[config.mk]
export PLATFORM = sky130hd
export DESIGN_NAME = gates_sweep_ctrl_flat
export DESIGN_NICKNAME = d
export VERILOG_FILES = /design/src/rtl/gates_sweep_ctrl_if.sv /design/src/rtl/gates_sweep_ctrl.sv /design/src/flat_wrapper.sv
export SDC_FILE = /design/constraint.sdc
export NUM_CORES = 1
export LEC_CHECK = 0
export ABC_AREA = 1
export CAP_MARGIN = 40
export CORE_MARGIN = 3
export CORE_UTILIZATION = 49
export DETAILED_ROUTE_END_ITERATION = 8
export PLACE_DENSITY = 0.93
export SLEW_MARGIN = 20
export SYNTH_ARGS = -nofsm -noshare
export SYNTH_HDL_FRONTEND = slang
export SYNTH_SLANG_ARGS = --single-unit
[constraint.sdc]
create_clock -name clk -period 4.9 [get_ports clk]
set_clock_uncertainty 0.2 [all_clocks]
set_input_delay 0.735 -clock clk [delete_from_list [all_inputs] [get_ports clk]]
set_output_delay 0.735 -clock clk [all_outputs]
set_load 0.05 [all_outputs]
[src/rtl/gates_sweep_ctrl_if.sv]
// Operand/result bus between the gate-sweep sequencer (master) and its host plus the gate units (slave).
// Carries shared operands, the three packed gate outputs, start and the status/result fields.
interface gates_sweep_ctrl_if #(
    parameter int WIDTH = 4
);
    logic                 start;
    logic [WIDTH-1:0]     a_out;
    logic [WIDTH-1:0]     b_out;
    logic [5*WIDTH-1:0]   y_sv;
    logic [5*WIDTH-1:0]   y_v;
    logic [5*WIDTH-1:0]   y_vhd;
    logic                 busy;
    logic                 done;
    logic [5:0]           err_count;
    logic [2:0]           fail_mask;
    logic                 first_fail_valid;
    logic [WIDTH:0]       first_fail_step;

    modport master (
        input  start, y_sv, y_v, y_vhd,
        output a_out, b_out, busy, done, err_count, fail_mask,
               first_fail_valid, first_fail_step
    );

    modport slave (
        output start, y_sv, y_v, y_vhd,
        input  a_out, b_out, busy, done, err_count, fail_mask,
               first_fail_valid, first_fail_step
    );
endinterface

[src/rtl/gates_sweep_ctrl.sv]
// Staircase sweep of a/b into three gate implementations, each checked against a golden model.
// 2^(WIDTH+1)-1 vectors x (SETTLE_CYCLES+1) busy cycles, then a one-cycle done; start ignored unless IDLE.
module gates_sweep_ctrl #(
    parameter int WIDTH         = 4,
    parameter int SETTLE_CYCLES = 1
) (
    input  logic                  clk,
    input  logic                  reset,
    gates_sweep_ctrl_if.master    bus
);
    typedef enum logic [1:0] {IDLE, APPLY, CHECK, DONE} state_t;

    localparam int SW = (SETTLE_CYCLES > 1) ? $clog2(SETTLE_CYCLES) : 1;
    localparam logic [SW-1:0]  SETTLE_LAST = SW'(SETTLE_CYCLES - 1);
    localparam logic [WIDTH:0] LAST_STEP   = {{WIDTH{1'b1}}, 1'b0};
    localparam logic [5:0]     ERR_MAX     = 6'h3F;

    state_t             state_q, state_d;
    logic [WIDTH:0]     step_q, step_d, step_nx;
    logic [SW-1:0]      settle_q, settle_d;
    logic [WIDTH-1:0]   a_q, a_d, b_q, b_d;
    logic [5:0]         err_q, err_d;
    logic [2:0]         mask_q, mask_d;
    logic               ffv_q, ffv_d;
    logic [WIDTH:0]     ffs_q, ffs_d;
    logic [5*WIDTH-1:0] gold;
    logic [2:0]         mis;

    // (s+1)>>1 rewritten as (s>>1) + s[0] so no carry bit is left unused
    function automatic logic [WIDTH-1:0] op_a(input logic [WIDTH:0] s);
        return s[WIDTH:1] + {{(WIDTH-1){1'b0}}, s[0]};
    endfunction

    function automatic logic [WIDTH-1:0] op_b(input logic [WIDTH:0] s);
        return s[WIDTH:1];
    endfunction

    assign gold = {~(a_q | b_q), ~(a_q & b_q), a_q ^ b_q, a_q | b_q, a_q & b_q};
    assign mis  = {bus.y_vhd != gold, bus.y_v != gold, bus.y_sv != gold};

    always_comb begin
        state_d  = state_q;
        step_d   = step_q;
        step_nx  = step_q + 1'b1;
        settle_d = settle_q;
        a_d      = a_q;
        b_d      = b_q;
        err_d    = err_q;
        mask_d   = mask_q;
        ffv_d    = ffv_q;
        ffs_d    = ffs_q;
        case (state_q)
            IDLE: begin
                if (bus.start) begin
                    err_d    = '0;
                    mask_d   = '0;
                    ffv_d    = 1'b0;
                    ffs_d    = '0;
                    step_d   = '0;
                    settle_d = '0;
                    a_d      = op_a('0);
                    b_d      = op_b('0);
                    state_d  = APPLY;
                end
            end
            APPLY: begin
                if (settle_q == SETTLE_LAST) begin
                    state_d = CHECK;
                end else begin
                    settle_d = settle_q + SW'(1);
                end
            end
            CHECK: begin
                mask_d = mask_q | mis;
                if (|mis) begin
                    if (err_q != ERR_MAX) begin
                        err_d = err_q + 6'd1;
                    end
                    if (!ffv_q) begin
                        ffv_d = 1'b1;
                        ffs_d = step_q;
                    end
                end
                if (step_q == LAST_STEP) begin
                    state_d = DONE;
                end else begin
                    step_d   = step_nx;
                    a_d      = op_a(step_nx);
                    b_d      = op_b(step_nx);
                    settle_d = '0;
                    state_d  = APPLY;
                end
            end
            DONE: begin
                state_d = IDLE;
            end
            default: begin
                state_d = IDLE;
            end
        endcase
    end

    always_ff @(posedge clk) begin
        if (reset) begin
            state_q  <= IDLE;
            step_q   <= '0;
            settle_q <= '0;
            a_q      <= '0;
            b_q      <= '0;
            err_q    <= '0;
            mask_q   <= '0;
            ffv_q    <= 1'b0;
            ffs_q    <= '0;
        end else begin
            state_q  <= state_d;
            step_q   <= step_d;
            settle_q <= settle_d;
            a_q      <= a_d;
            b_q      <= b_d;
            err_q    <= err_d;
            mask_q   <= mask_d;
            ffv_q    <= ffv_d;
            ffs_q    <= ffs_d;
        end
    end

    assign bus.a_out            = a_q;
    assign bus.b_out            = b_q;
    assign bus.busy             = (state_q == APPLY) || (state_q == CHECK);
    assign bus.done             = (state_q == DONE);
    assign bus.err_count        = err_q;
    assign bus.fail_mask        = mask_q;
    assign bus.first_fail_valid = ffv_q;
    assign bus.first_fail_step  = ffs_q;
endmodule

[src/flat_wrapper.sv]
// flat-port wrapper written by rule: the top's interface ports become plain ports
module gates_sweep_ctrl_flat 
#(
    parameter int WIDTH         = 4,
    parameter int SETTLE_CYCLES = 1
)
  (clk, reset, bus_start, bus_y_sv, bus_y_v, bus_y_vhd, bus_a_out, bus_b_out, bus_busy, bus_done, bus_err_count, bus_fail_mask, bus_first_fail_valid, bus_first_fail_step);
  gates_sweep_ctrl_if #(.WIDTH(WIDTH)) bus_i ();
  input  logic clk;
  input  logic reset;
  input wire logic [$bits(bus_i.start)-1:0] bus_start;
  input wire logic [$bits(bus_i.y_sv)-1:0] bus_y_sv;
  input wire logic [$bits(bus_i.y_v)-1:0] bus_y_v;
  input wire logic [$bits(bus_i.y_vhd)-1:0] bus_y_vhd;
  output wire logic [$bits(bus_i.a_out)-1:0] bus_a_out;
  output wire logic [$bits(bus_i.b_out)-1:0] bus_b_out;
  output wire logic [$bits(bus_i.busy)-1:0] bus_busy;
  output wire logic [$bits(bus_i.done)-1:0] bus_done;
  output wire logic [$bits(bus_i.err_count)-1:0] bus_err_count;
  output wire logic [$bits(bus_i.fail_mask)-1:0] bus_fail_mask;
  output wire logic [$bits(bus_i.first_fail_valid)-1:0] bus_first_fail_valid;
  output wire logic [$bits(bus_i.first_fail_step)-1:0] bus_first_fail_step;
  assign bus_i.start = bus_start;
  assign bus_i.y_sv = bus_y_sv;
  assign bus_i.y_v = bus_y_v;
  assign bus_i.y_vhd = bus_y_vhd;
  assign bus_a_out = bus_i.a_out;
  assign bus_b_out = bus_i.b_out;
  assign bus_busy = bus_i.busy;
  assign bus_done = bus_i.done;
  assign bus_err_count = bus_i.err_count;
  assign bus_fail_mask = bus_i.fail_mask;
  assign bus_first_fail_valid = bus_i.first_fail_valid;
  assign bus_first_fail_step = bus_i.first_fail_step;
  gates_sweep_ctrl #(.WIDTH(WIDTH), .SETTLE_CYCLES(SETTLE_CYCLES)) u_core (.clk(clk), .reset(reset), .bus(bus_i));
endmodule
==> flow_summary.json, run 1 <==
{
  "fin_crit_sh_pct": 57.52,
  "cts_setup_buffers": 0,
  "multi_input_area_um2": 1538,
  "insertion_delay_ns": 0.28,
  "clk_root_buffer_cell": "clkbuf_8",
  "tightest_slew_ns": 0.5651,
  "power_frac_clock_pct": 20.4,
  "die-area_um2": 5726,
  "io_pins": 88,
  "viasPerCell": 5.122,
  "syn2layout_area_growth_pct": 38.19,
  "p_int_mw": 0.5204,
  "switching_share_pct": 41.70,
  "antenna_cells": 0,
  "final_nets": 544,
  "seq_area_um2": 520.5,
  "grt_pass1_wl_mm": 10.59,
  "cts_buffer_depth": 2,
  "place_congestion": 0.8844,
  "p_sw_mw": 0.3722,
  "initial_core_util_pct": 52.81,
  "endpoint_kind": "primary output",
  "cp-endpoint": "bus_busy",
  "reg2reg_from": "u_core.state_q[0]$_SDFFE_PP0P_",
  "cap_violations": 0,
  "chipWidth_um": 75.67,
  "h-tree-depth": 1,
  "fin_tns_setup_ns": 0,
  "grt_pass1_vias": 2436,
  "numCtsBuffers": 3,
  "path_class": "reg2out",
  "yosysWarnings": 0,
  "clkTransAtPathRegs_ns": 0.10,
  "die_h_um": 75.67,
  "core_area_um2": 4504,
  "post_cts_resized": 0,
  "cp.required_ns": 3.96,
  "r2r-end": "u_core.bus.first_fail_step[4]$_SDFFE_PP0P_",
  "slew_violations": 0,
  "finalHoldViolCount": 0,
  "hold_path_depth": 2,
  "worst_ir_drop_vdd_v": 0.0002266,
  "row_count": 24,
  "power_mw": 0.8926,
  "syn_nets": 464,
  "start_kind": "flop",
  "power_leakage_nw": 1.481,
  "setup_viol": 0,
  "slew_headroom_pct": 62.21,
  "rsz0062_at_grt": "false",
  "worst-path-max-fanout": 5,
  "drive_above_1_share_pct": 4.320,
  "r2r_setup_slack_ns": 2.13,
  "cts.sinks": 26,
  "power.density_nw_per_um2": 271.6,
  "worstPathArrival_ns": 1.88,
  "min_period_ns": 2.819,
  "status": "completed",
  "reg2regPathDepth": 9,
  "drc_errors": 0,
  "grt_antenna_before_repair": 0,
  "num_vias": 2638,
  "ys_types": 28,
  "holdBufCountCts": 0,
  "track_usage_pct": 24.01,
  "yosysSeqAreaShare_pct": 21.88,
  "p_comb_share_pct": 49.0,
  "overflow": 0,
  "synth.ff_latch_count": 26,
  "ant_nets": 0,
  "routed_wl_mm": 6.798,
  "worst_hold_path_type": "reg2reg",
  "routedWlPerCell_um": 13.20,
  "avgSynthCellArea_um2": 6.194,
  "dp_hpwl_mm": 5.461,
  "setup.worst_path.start": "u_core.state_q[1]$_SDFFE_PP0P_",
  "num-fill-cells": 340,
  "io_buffers": 87,
  "syn_area_um2": 2379,
  "first_pass_iters": 5,
  "drtIter0Drc": 155,
  "grt_max_degree": 16,
  "cts_tree": "built",
  "synthCells": 384,
  "max_freq_mhz": 354.8,
  "p_seq_share_pct": 30.5
}
synthesized netlist by cell type, drive strengths merged:
cell type | n | area (µm²)
clkbuf | 2 | 7.510
buf | 11 | 98.84
nand4 | 4 | 31.28
nand3b | 9 | 67.56
ha | 17 | 212.7
clkinv | 1 | 3.750
xnor2 | 15 | 131.4
o22ai | 2 | 12.51
or2 | 1 | 6.260
dfxtp | 26 | 520.5
nor2 | 55 | 214.0
a211oi | 1 | 7.510
inv | 56 | 210.2
a21oi | 20 | 100.1
nand3 | 25 | 150.1
nand2 | 109 | 411.7
xor2 | 10 | 87.58
a22oi | 2 | 15.01
nor3 | 2 | 10.01
o21ai | 16 | 80.07
power by group through the flow:
stage                     combinational [mW]  sequential, mW  clock (mW)
after floorplan                        0.201           0.355           0
after global placement                 0.413           0.275           0
after detailed placement               0.429           0.276           0
after CTS                              0.432           0.272       0.182
after global routing                   0.477           0.277       0.191
final                                  0.438           0.273       0.182
placed cells by master (no fill, tap or decap), types with 2 or more instances in the layout:
cell	count
a21oi_1	20
a22oi_1	2
clkbuf_8	3
clkdlybuf4s50_1	87
dfxtp_1	26
ha_1	17
inv_1	52
inv_2	4
nand2_1	108
nand3_1	20
nand3_2	5
nand3b_1	9
nand4_1	3
nor2_1	52
nor2_2	3
nor3_1	2
o21ai_0	15
o22ai_1	2
xnor2_1	15
xor2_1	10
through the flow:
stage	std cells	setup WS, ns	hold WS, ns	cell area, µm²	util, %
global placement	510	2.120	0.2585	3208	71.22
CTS	514	1.977	0.2864	3279	72.81
finish	515	2.081	0.2859	3287	72.97
detailed placement	510	1.932	0.2636	3208	71.22
global route	515	1.878	0.3132	3287	72.97
floorplan	384	2.517	0.2616	2379	-
how the worst min path moves through the flow:
stage                                                    start                                    endpoint  slack [ns]
CTS                 u_core.bus.first_fail_step[0]$_SDFFE_PP0P_  u_core.bus.first_fail_step[0]$_SDFFE_PP0P_        0.29
floorplan                       u_core.state_q[1]$_SDFFE_PP0P_              u_core.state_q[1]$_SDFFE_PP0P_        0.26
global route        u_core.bus.first_fail_step[0]$_SDFFE_PP0P_  u_core.bus.first_fail_step[0]$_SDFFE_PP0P_        0.31
global placement          u_core.bus.fail_mask[0]$_SDFFE_PP0P_        u_core.bus.fail_mask[0]$_SDFFE_PP0P_        0.26
detailed placement        u_core.bus.fail_mask[0]$_SDFFE_PP0P_        u_core.bus.fail_mask[0]$_SDFFE_PP0P_        0.26
finish              u_core.bus.first_fail_step[0]$_SDFFE_PP0P_  u_core.bus.first_fail_step[0]$_SDFFE_PP0P_        0.29
cell type report:
cell class	instances	area share [%]
clock buffers	3	1.256
well taps	52	1.979
multi-input cells	288	46.78
inverters	57	6.509
clock inverters	1	0.9136
repair buffers	88	26.72
flip-flops and latches	26	15.84
routing by layer:
| layer | global-route usage [%] | vias to the layer above | routed length (µm) |
|---|---|---|---|
| met2 | 43.82 | 104 | 3399 |
| met4 | 7.184 | 0 | 147 |
| li1 | - | 1354 | - |
| met3 | 3.826 | 16 | 461 |
| met5 | 0 | - | 0 |
| met1 | 28.73 | 1164 | 2789 |
kinds of logic after synthesis:
family	synth area share, %
and+or+nand+nor	37.45
adders and majority gates	8.942
DFF	21.88
buffers and inverters	13.47
AOI/OAI and AO/OA	9.048
xor gates and xnor gates	9.206
critical path: stages, from the launching register on:
cell and delay, ns:
dfxtp_1 0.42, inv_1 0.10, ha_1 0.28, clkdlybuf4s50_1 0.80
flip-flops by register name, summed over array words and instances (netlist names):
signal                       flops
u_core.state_q                   2
u_core.step_q                    2
u_core.bus.b_out                 3
u_core.bus.first_fail_step       5
u_core.bus.first_fail_valid      1
u_core.bus.err_count             6
u_core.bus.a_out                 4
u_core.bus.fail_mask             3
No activity file was read; power rests on OpenSTA's default activity.
==> inputs of run 2 (changes only) <==
--- a/config.mk
+++ b/config.mk
@@ -8,9 +8,9 @@
 export ABC_AREA = 1
 export CAP_MARGIN = 40
 export CORE_MARGIN = 3
-export CORE_UTILIZATION = 49
+export CORE_UTILIZATION = 45
 export DETAILED_ROUTE_END_ITERATION = 8
-export PLACE_DENSITY = 0.93
+export PLACE_DENSITY = 0.87
 export SLEW_MARGIN = 20
 export SYNTH_ARGS = -nofsm -noshare
 export SYNTH_HDL_FRONTEND = slang
==> constraint.sdc (replaced) <==
create_clock -name clk -period 2.8 [get_ports clk]
set_clock_uncertainty 0.2 [all_clocks]
set_input_delay 0.42 -clock clk [delete_from_list [all_inputs] [get_ports clk]]
set_output_delay 0.42 -clock clk [all_outputs]
set_load 0.05 [all_outputs]
==> flow_summary.json, run 2 (same netlist as run 1, synthesis figures left out) <==
{
  "status": "completed",
  "worst_hold_path_type": "reg2reg",
  "slowest_stage": "clkdlybuf4s50_1",
  "post_cts_resized": 0,
  "die_h_um": 78.70,
  "place_congestion": 0.8570,
  "viasPerCell": 4.942,
  "grt_pass1_vias": 2504,
  "min_period_ns": 2.477,
  "min_to": "u_core.bus.first_fail_step[4]$_SDFFE_PP0P_",
  "clkTransAtPathRegs_ns": 0.08,
  "fin_tns_setup_ns": 0,
  "slew_headroom_pct": 64.08,
  "final_cell_mix": "108 x nand2_1, 87 x clkdlybuf4s50_1, 52 x inv_1, 52 x nor2_1, 25 x dfxtp_1",
  "drive_above_1_share_pct": 5.150,
  "path_delay_family": "buffers and inverters",
  "io_buffers": 87,
  "hold_path_depth": 2,
  "reg2regPathDepth": 11,
  "cp_slowest_stage_delay_ns": 0.81,
  "slew_violations": 0,
  "crit_buf_inv": 2,
  "initial_core_util_pct": 48.43,
  "row_count": 25,
  "dp_hpwl_mm": 5.677,
  "worst-path-max-fanout": 5,
  "chipWidth_um": 78.70,
  "preCtsSetupSlack_ns": 0.1997,
  "worstPathArrival_ns": 1.86,
  "drtIter0Drc": 149,
  "first_pass_iters": 4,
  "tightest_slew_ns": 0.5372,
  "hold_start": "u_core.bus.first_fail_step[4]$_SDFFE_PP0P_",
  "holdBufCountCts": 0,
  "start_kind": "flop",
  "finalHoldViolCount": 0,
  "io_pins": 88,
  "layout_commonest_cell": "nand2_1",
  "cts_setup_buffers": 0,
  "setup_viol": 0,
  "core_area_um2": 4911,
  "clk_root_buffer_cell": "clkbuf_8",
  "track_usage_pct": 22.65,
  "h-tree-depth": 1,
  "reg2reg_from": "u_core.step_q[4]$_SDFFE_PP0P_",
  "rsz0062_at_grt": "false",
  "grt_antenna_before_repair": 0,
  "power.density_nw_per_um2": 448.1,
  "numCtsBuffers": 3,
  "cap_violations": 0,
  "num_vias": 2634,
  "final_nets": 547,
  "path_class": "reg2out",
  "drc_errors": 0,
  "max_freq_mhz": 403.7,
  "cp.required_ns": 2.18,
  "r2r-end": "u_core.bus.first_fail_step[3]$_SDFFE_PP0P_",
  "cts_buffer_depth": 2,
  "r2r_setup_slack_ns": 0.34,
  "ant_nets": 0,
  "insertion_delay_ns": 0.26,
  "cts.sinks": 26,
  "fin_crit_sh_pct": 88.47,
  "overflow": 0,
  "grt_max_degree": 15,
  "largest_reg_flops": 6,
  "worst_ir_drop_vdd_v": 0.0004870,
  "power_leakage_nw": 1.498,
  "endpoint_kind": "primary output",
  "routedWlPerCell_um": 12.94,
  "grt_pass1_wl_mm": 11.36,
  "antenna_cells": 0,
  "worst_slack_ns": 0.3229,
  "die-area_um2": 6194,
  "syn2layout_area_growth_pct": 39.66,
  "worstPathCellList": "inv_1, ha_1, clkdlybuf4s50_1",
  "cts_tree": "built",
  "routed_wl_mm": 6.899
}
run 2: cell types whose count changed in the layout (fill, tap and decap cells not counted):
cell,before,now
buf_4,1,4
dfxtp_2,0,1
dfxtp_1,26,25
nand4_2,1,0
clkbuf_8,3,4
bufinv_16,1,0
nand4_4,0,1
run 2: cell type report:
class	instances	area, µm²
multi-input combinational	288	1546
inverter	57	214.0
sequential	26	521.8
fill	429	1589
timing repair buffer	91	900.9
tap	67	83.83
clock buffer	4	55.05
run 2: power breakdown:
group	internal [mW]	switching, mW
clock	0.126	0.112
sequential	0.422	0.0523
combinational	0.301	0.476
total	0.849	0.640
run 2: worst register-to-register path: stages (launching register included):
cell	delay, ns
dfxtp_1	0.43
ha_1	0.43
nor2_1	0.10
nor2_1	0.12
nand2_1	0.06
nor2_1	0.16
nand3_1	0.11
nor2_2	0.21
nand3_2	0.21
nand2_2	0.16
nand3_1	0.08
a21oi_1	0.13
run 2: stage by stage:
step	hold slack [ns]	cells	util, %	cell area [µm²]	total power, mW
final	0.2878	533	67.64	3322	1.489
after global routing	0.3115	533	67.64	3322	1.593
after CTS	0.2896	533	67.44	3312	1.494
after detailed placement	0.2778	529	66.32	3257	1.252
after global placement	0.2741	529	66.32	3257	1.227
after floorplan	0.2616	384	-	2379	0.9726
run 2: metal layers:
metal,vias up,routed length (µm),global-route usage (%)
met5,-,0,0
met4,0,187,7.343
met3,14,402,4.762
met2,84,3430,40.41
met1,1178,2878,26.93
li1,1358,-,-
run 2: worst max path at each step:
stage                                startpoint                                          to  slack [ns]  depth (start not counted)
3_3_place_gp   u_core.bus.b_out[2]$_SDFFE_PP0P_        u_core.bus.err_count[1]$_SDFFE_PP0P_        0.28                         12
5_1_grt        u_core.bus.b_out[2]$_SDFFE_PP0P_  u_core.bus.first_fail_step[0]$_SDFFE_PP0P_        0.08                         11
3_5_place_dp   u_core.bus.b_out[2]$_SDFFE_PP0P_        u_core.bus.err_count[3]$_SDFFE_PP0P_        0.20                         12
4_1_cts        u_core.bus.b_out[2]$_SDFFE_PP0P_        u_core.bus.err_count[3]$_SDFFE_PP0P_        0.17                         12
2_1_floorplan  u_core.bus.a_out[0]$_SDFFE_PP0P_        u_core.bus.err_count[2]$_SDFFE_PP0P_        0.42                         11
6_report         u_core.state_q[1]$_SDFFE_PP0P_                                    bus_busy        0.32                          3
